`config.mk`:
```
export PLATFORM = sky130hd
export DESIGN_NAME = word_byte_serializer
export DESIGN_NICKNAME = d
export VERILOG_FILES = /design/src/rtl/word_ser_pkg.sv /design/src/rtl/word_byte_mux.sv /design/src/rtl/word_byte_serializer.sv
export SDC_FILE = /design/constraint.sdc
export NUM_CORES = 1
export LEC_CHECK = 0
export CAP_MARGIN = 20
export CORE_MARGIN = 10
export CORE_UTILIZATION = 50
export CTS_CLUSTER_SIZE = 20
export DETAILED_ROUTE_END_ITERATION = 12
export MAX_ROUTING_LAYER = met4
export PLACE_DENSITY = 0.8
export SETUP_SLACK_MARGIN = 0.15
export SLEW_MARGIN = 0
export SYNTH_ARGS = -nofsm -noshare
export SYNTH_HDL_FRONTEND = slang
export SYNTH_SLANG_ARGS = --single-unit
```
`constraint.sdc`:
```
create_clock -name clk -period 3.83 [get_ports clk]
set_clock_uncertainty 0.15 [all_clocks]
set_input_delay 0.766 -clock clk [delete_from_list [all_inputs] [get_ports clk]]
set_output_delay 0.766 -clock clk [all_outputs]
set_load 0.01 [all_outputs]
```
`src/rtl/word_ser_pkg.sv`:
```
// word_ser_pkg
// Shared definitions for the word-to-byte serializer:
//   ser_state_t - two-state control FSM encoding (IDLE / SHIFT)
//   BYTE_W      - width of one emitted beat
//   start_idx() - first byte index presented for a new word
package word_ser_pkg;

  typedef enum logic {
    IDLE  = 1'b0,
    SHIFT = 1'b1
  } ser_state_t;

  localparam int BYTE_W = 8;

  // LSB-first starts at byte 0; MSB-first starts at the top byte and
  // walks downwards, so partial words take the upper bytes.
  function automatic int start_idx(input bit msb_first, input int nbytes);
    return msb_first ? (nbytes - 1) : 0;
  endfunction

endpackage

```
`src/rtl/word_byte_mux.sv`:
```
// word_byte_mux
// Combinational byte select from a held word.
// Ports:
//   word_in  [BYTE_W*NBYTES-1:0] - held word
//   idx_in   [$clog2(NBYTES)-1:0] - byte lane to present
//   byte_out [BYTE_W-1:0]         - selected byte
module word_byte_mux
  import word_ser_pkg::*;
#(
  parameter int NBYTES = 4
) (
  input  logic [BYTE_W*NBYTES-1:0]  word_in,
  input  logic [$clog2(NBYTES)-1:0] idx_in,
  output logic [BYTE_W-1:0]         byte_out
);

  localparam int IW = $clog2(NBYTES);

  logic [BYTE_W-1:0] lanes [NBYTES];

  // Split the word into byte lanes once so the select below stays readable.
  for (genvar gi = 0; gi < NBYTES; gi++) begin : g_lane
    assign lanes[gi] = word_in[BYTE_W*gi +: BYTE_W];
  end

  // Case-style select; any index not matched falls back to the top byte.
  always_comb begin
    byte_out = lanes[NBYTES-1];
    for (int i = 0; i < NBYTES; i++) begin
      if (idx_in == IW'(i)) begin
        byte_out = lanes[i];
      end
    end
  end

endmodule

```
`src/rtl/word_byte_serializer.sv`:
```
// word_byte_serializer
// Accepts NBYTES-wide words on a valid/ready channel and emits them one byte
// per beat on a second valid/ready channel. Partial words (in_nbytes+1 bytes)
// and a per-word end-of-packet flag are supported.
// Ports:
//   clk, rst             - clock, synchronous active-high reset
//   in_valid/in_ready    - input word handshake
//   in_data              - word to serialize
//   in_nbytes            - valid bytes minus one
//   in_last              - word ends a packet
//   out_valid/out_ready  - output byte handshake
//   out_byte             - presented byte
//   out_last             - final byte of a packet-ending word
//   out_idx              - byte index presented (drives the byte mux)
//   busy                 - a word is held
module word_byte_serializer
  import word_ser_pkg::*;
#(
  parameter int NBYTES    = 4,
  parameter bit MSB_FIRST = 1'b0
) (
  input  logic                      clk,
  input  logic                      rst,
  input  logic                      in_valid,
  output logic                      in_ready,
  input  logic [BYTE_W*NBYTES-1:0]  in_data,
  input  logic [$clog2(NBYTES)-1:0] in_nbytes,
  input  logic                      in_last,
  output logic                      out_valid,
  input  logic                      out_ready,
  output logic [BYTE_W-1:0]         out_byte,
  output logic                      out_last,
  output logic [$clog2(NBYTES)-1:0] out_idx,
  output logic                      busy
);

  localparam int            IW    = $clog2(NBYTES);
  localparam int            DW    = BYTE_W * NBYTES;
  localparam logic [IW-1:0] START = IW'(start_idx(MSB_FIRST, NBYTES));
  localparam logic [IW-1:0] ONE   = IW'(1);

  ser_state_t    state_q,  state_d;
  logic [DW-1:0] word_q,   word_d;
  logic [IW-1:0] nbytes_q, nbytes_d;
  logic          last_q,   last_d;
  logic [IW-1:0] cnt_q,    cnt_d;
  logic [IW-1:0] idx_q,    idx_d;

  logic final_beat;
  logic capture;

  // The terminal check uses the count before it steps, so neither counter
  // ever wraps inside a word.
  assign final_beat = (cnt_q == nbytes_q);

  always_comb begin
    state_d  = state_q;
    word_d   = word_q;
    nbytes_d = nbytes_q;
    last_d   = last_q;
    cnt_d    = cnt_q;
    idx_d    = idx_q;
    in_ready = 1'b0;

    case (state_q)
      IDLE: begin
        in_ready = 1'b1;
      end
      SHIFT: begin
        if (out_ready) begin
          if (final_beat) begin
            // Freeing the word register in the same cycle lets the next
            // word follow with no bubble; this is why in_ready sees
            // out_ready combinationally.
            in_ready = 1'b1;
            state_d  = IDLE;
            cnt_d    = '0;
            idx_d    = START;
          end else begin
            cnt_d = cnt_q + ONE;
            idx_d = MSB_FIRST ? (idx_q - ONE) : (idx_q + ONE);
          end
        end
      end
      default: begin
        state_d = IDLE;
      end
    endcase

    capture = in_ready & in_valid;
    if (capture) begin
      state_d  = SHIFT;
      word_d   = in_data;
      nbytes_d = in_nbytes;
      last_d   = in_last;
      cnt_d    = '0;
      idx_d    = START;
    end
  end

  always_ff @(posedge clk) begin
    if (rst) begin
      state_q  <= IDLE;
      word_q   <= '0;
      nbytes_q <= '0;
      last_q   <= 1'b0;
      cnt_q    <= '0;
      idx_q    <= START;
    end else begin
      state_q  <= state_d;
      word_q   <= word_d;
      nbytes_q <= nbytes_d;
      last_q   <= last_d;
      cnt_q    <= cnt_d;
      idx_q    <= idx_d;
    end
  end

  assign out_valid = (state_q == SHIFT);
  assign busy      = (state_q == SHIFT);
  assign out_last  = out_valid & last_q & final_beat;
  assign out_idx   = idx_q;

  word_byte_mux #(
    .NBYTES (NBYTES)
  ) u_mux (
    .word_in  (word_q),
    .idx_in   (idx_q),
    .byte_out (out_byte)
  );

endmodule

```
# Word-level counts from Yosys, hierarchy flattened

Cells that the tools add are included.

Register bits after elaboration: 40
Bits in latches: 0
RAM bits: 0
Bits in read-only memories: 0
Bits of input ports: 39
Word-level logic and storage cells: 32
Memories kept: 0

Add/subtract/negate cells: 2
Multiply operators: 0
Divide/modulo/power cells: 0
Magnitude comparators: 0
Equality and inequality tests: 4
Shift-type cells: 0
Mux-type cells: 13
Bitwise gates (word level): 4
Reduce and logical (&&, ||, !) cells: 3

Operator list:

| kind                                                | number |
|---|---|
| 2-to-1 mux 8 bit                                    | 4 |
| 2-to-1 mux 1 bit                                    | 6 |
| adder 2 x 1 -> 2 bit, second input constant         | 2 |
| equality test 2 bit, second input constant          | 2 |
| 2-to-1 mux 2 bit                                    | 2 |
| bitwise AND 1 bit                                   | 3 |
| equality test 2 x 1 -> 1 bit, second input constant | 1 |
| equality test 2 bit                                 | 1 |
| zero test 2 bit                                     | 1 |
| case mux 1 bit (2 select lines)                     | 1 |
| AND reduction 2 bit                                 | 1 |
| OR reduction 2 bit                                  | 1 |
| inverter 1 bit                                      | 1 |

# Logic depth before layout (Yosys ltp)

Depth after elaboration: 6
Gate-level depth with buffers: 6

# Cells and area by module

From an unflattened synthesis, not the netlist that was laid out.

Cell total of the unflattened synthesis: 372
Area total of the unflattened synthesis: 3243.1 sq um

By module, submodules not included:

| module               | instances | cells each | area an instance (sq um) | seq. area each (sq um) |
|---|---|---|---|---|
| word_byte_serializer | 1         | 362        | 3046.7                   | 800.8 |
| word_byte_mux        | 1         | 10         | 196.4                    | 0.0 |

# Worst setup path after synthesis

No wires, ideal clock.

Path kind: register to output
Start: register idx_q[0], in the netlist out_idx[0]
End: output port out_byte[0]
Arrival: 1.495 ns
Required time: 2.914 ns
Path slack: 1.419 ns
Stages on the path, launching flop included: 7
Cell sequence: dfxtp_1 inv_1 ha_1 clkbuf_1 mux2_2 o211ai_1 a21oi_1

Longest elaborated chain between the ends: 5
Elaborated cells between the ends (all ways): 8
Those cells by class: eq/ne (3); mux (4); reduce/logical (1)

Ends and longest elaborated chain:

| item                           | RTL line                    | RTL |
|---|---|---|
| start, declared                | word_byte_serializer.sv:47  | `logic [IW-1:0] idx_q, idx_d;` |
| start signal, assigned         | word_byte_serializer.sv:115 | `idx_q <= idx_d;` |
| zero test 2 bit                | word_byte_mux.sv:30         | `if (idx_in == IW'(i)) begin` |
| 2-to-1 mux 8 bit (3 in series) | word_byte_mux.sv:30         |  |
| 2-to-1 mux 8 bit *             | word_byte_mux.sv:30         |  |
| end, declared                  | word_byte_serializer.sv:31  | `output logic [BYTE_W-1:0] out_byte,` |

Every way passes the cells marked *; elsewhere a longest branch is shown, timed or not.

# Worst setup path after layout

Start: register idx_q[0], in the netlist out_idx[0]
End: output port out_byte[1]

Same word-level chain as after synthesis.

==> summary.md <==
| Metric | Value |
|---|---|
| Mapped Area | 0.00232 mm² |
| RePlAce Congestion | approximately 0.83 |
| Tcrit/Tclk final | between 80% and 90% |
| Syn_area_per_cell | 9.43 µm² |
| Primary FF master, synth | dfxtp_1 |
| Worst slew pin tran | 648 ps |
| CTS Hold Bufs | 0 |
| Slew Limit Fails | 0 |
| Setup crit start kind | register |
| HP Start | word_q[1] |
| Seq/Total Area, Yosys | 34.5% |
| VDD IR max | 0.288 mV |
| Final hold vios | 0 |
| Post-Route M1 WL | 2240 µm |
| Seq cells post-synth | 40 |
| Max-cap violations | 0 |
| EDFF count, synth | 0 |
| Int Power | 724 µW |
| Starting Density | 52.6% |
| Worst r2r src | cnt_q[1] |
| Synth top area cells | dfxtp_1 35%, nand2b_1 16%, mux2i_1 15% |
| Synth cell count leaders | 61 x nand2b_1, 40 x dfxtp_1, 35 x mux2i_1, 19 x a21oi_1, 19 x or2b_1 |
| Final setup viols | 0 |
| PostCTS Resize Cnt | 0 |
| Syn. warnings | 0 |
| Share of cells above drive strength 1 | 6.85% |
| Post-CTS setup repair buffer count | 0 |
| IO Pins | 53 |
| Core ar. | ~0.0044 mm² |
| Initial antenna violation count | 0 |
| Synth Area in Simple Gates | 27.0% |
| Layout Utilization | 65.6% |
| CTS root buf | clkbuf_8 |
| Switching power share of the total | 25.4% |
| Leading area contributor after synthesis | dfxtp_1 |
| P_leak | roughly 0.0011 µW |
| Htree depth | 2 |
| DRT iter0 DRCs | between 60 and 70 |
| Mapped Nets | a little under 300 |
| Met2 WL | between 2000 and 2500 µm |
| Worst hold path depth | 2 |
| Overall die width | 88.1 µm |
| # rows | 24 |
| CTS tree | built |
| Count leader, synth | nand2b_1 |
| P_sw | 246 µW |
| Reg clk slew, reported paths | about 70 ps |
| Critical path endpoint category | primary output |
| Flop2flop setup slack | 1700 ps |
| Number of cells on the worst reg-to-reg path | 4 |
| Max FO, Critical Path | 9 |
| Adder-Cell Fraction of Synth Area | under 10% |
| Gr usage total | 13.7% |
| Yosys top cell area share | 34.5% |
| Hold WC Path Type | register to register |
| Status | finished clean |
| Critical path type | register to primary output |
| Vias/cell | 5.09 |
| Final Cell Area | 0.00289 mm² |
| Clk_lat worst skew | 280 ps |
| Synth Area in Compound Gates | 9.55% |
| Top sig layer | met4 |
| Syn Inst Count | 246 |
| Die H | 88.1 µm |
| Combinational Power Share | 22.0% |
| R2R Path End | word_q[23] |
| Detail Placement HPWL | 3660 µm |
| Clk pwr share | 29.5% |
| Routed via count | 1752 |
| Filler instances | 371 |
| PortBufs | 52 |
| Num CTS Buffers | 5 |
| DRC Markers | 0 |
| Mux contribution to synthesized area | 19.0% |
| WL met3 | between 300 and 400 µm |
| Area delta synth->final | 24.8% |
| Slew headroom | 56.8% |
| CP cell instances | inv_1 -> ha_1 -> inv_1 -> o211ai_1 -> a21oi_1 -> clkdlybuf4s50_1 |
| Final-stage net count | 334 |
| Largest net degree at the start of global routing | 76 |
| PwrDens | 335 mW/mm² |
| Die ar. | 0.00776 mm² |
| Fmax | 0.310 GHz |
| Routed wire length | 5060 µm |
| Yosys cell types | 26 |
| # diodes | 0 |
| XOR/XNOR share of the synthesized area | 1.40% |
| Global-route wire length before repair | approximately 8400 µm |
| Largest family of logic cells by synthesized area | simple AND/OR/NAND/NOR gates |
| CP max-delay cell | clkdlybuf4s50_1 |
| Wire per inst | 14.7 µm |
| Critical Path AT | 2310 ps |
| Global route overflow | 0 |
| CP max stage delay | between 500 and 600 ps |
| Shortest period the worst path allows | 3230 ps |
| Final ANT Viol Nets | 0 |
| Clock buffer depth | 2 |
| Router iterations before antenna repair | 4 |
| CP required | between 2000 and 3000 ps |
| Reg power frac | 48.5% |
| Setup TNS | 0 ps |
| CTS sink count | 40 |
| RSZ-0062 raised after global routing | false |
| FFs w/ async S/R, synth | 0% |
| Vias in the first global route | 1809 |
| Placed cell area | around 0.0028 mm² |
| Most frequent CP cell | inv_1 |
| Endpoint, Worst Hold | word_q[1] |
## routing by layer
| metal | track usage, % | vias up |
|---|---|---|
| li1 | - | 911 |
| met1 | 15.9 | 803 |
| met2 | 22.1 | 36 |
| met3 | 4.83 | 2 |
| met4 | 3.28 | 0 |
| met5 | - | - |
## final cells by class
| type | instances | area, µm² | share of cell area [%] |
|---|---|---|---|
| clock buffer | 8 | 90.1 | 3.11 |
| inverter | 6 | 22.5 | 0.778 |
| multi-input combinational | 183 | 1370 | 47.4 |
| sequential | 40 | 801 | 27.7 |
| tap | 52 | 65.1 | 2.25 |
| timing repair buffer | 55 | 543 | 18.8 |
## how the worst max path moves through the flow
stage / end / from / depth (start not counted) / slack, ps
global route: out_byte[1] / out_idx[0] / 6 / 450
floorplan: out_byte[0] / out_idx[0] / 6 / 1420
finish: out_byte[1] / out_idx[0] / 6 / 600
detailed placement: in_ready / out_ready / 4 / 640
global placement: in_ready / out_ready / 4 / 650
CTS: out_byte[2] / out_idx[0] / 6 / 580
## cell families (layout without fill, tap and decap cells)
group / count (synthesis) / in the layout
AND/OR/NAND/NOR: 99 / 99
multiplexers: 43 / 43
flip-flops: 40 / 40
AO/OA/AOI/OAI: 35 / 35
buffers and inverters: 23 / 69
adder cells (fa/ha/maj): 4 / 4
XOR/XNOR: 2 / 2
## layout by cell type (no fill, tap or decap), drive strengths merged
| master | instances |
|---|---|
| o2111ai | 3 |
| inv | 6 |
| buf | 3 |
| ha | 4 |
| or2b | 19 |
| mux2 | 8 |
| clkbuf | 8 |
| mux2i | 35 |
| nand2b | 61 |
| nand2 | 5 |
| o31a | 1 |
| nor3 | 1 |
| a311oi | 1 |
| nor2b | 9 |
| a21oi | 19 |
| a211oi | 1 |
| dfxtp | 40 |
| o31ai | 2 |
| clkdlybuf4s50 | 52 |
| xor2 | 2 |
| or4 | 1 |
| nand3 | 3 |
| o211ai | 8 |
## power groups by stage
| stage | Clock [µW] | Sequential, µW | Combinational [µW] |
|---|---|---|---|
| after floorplan | 0 | 473 | 143 |
| after global placement | 0 | 479 | 212 |
| after detailed placement | 0 | 480 | 214 |
| after CTS | 293 | 471 | 216 |
| after global routing | 313 | 474 | 234 |
| final | 286 | 471 | 213 |
## flip-flops by register name (all words and copies together), names as in the netlist
| register | flops |
|---|---|
| word_q | 32 |
| cnt_q | 2 |
| nbytes_q | 2 |
| out_idx | 2 |
| busy | 1 |
| last_q | 1 |
## stage by stage
| step | std cells | hold WS (ps) | total power, µW | worst slack (ps) |
|---|---|---|---|---|
| finish | 344 | 332 | 970 | 602 |
| global route | 344 | 348 | 1020 | 453 |
| CTS | 344 | 330 | 980 | 578 |
| detailed placement | 336 | 316 | 694 | 638 |
| global placement | 336 | 309 | 691 | 654 |
| floorplan | 246 | 297 | 616 | 1420 |
## worst max-delay path: cells and delay by family, from the launching register on
family,cells,cell delay (ps)
flip-flops,1,420
adder cells (fa/ha/maj),1,330
AO/OA/AOI/OAI,2,330
buffers and inverters,3,950
Note: power is estimated with default switching activity, not from simulation.
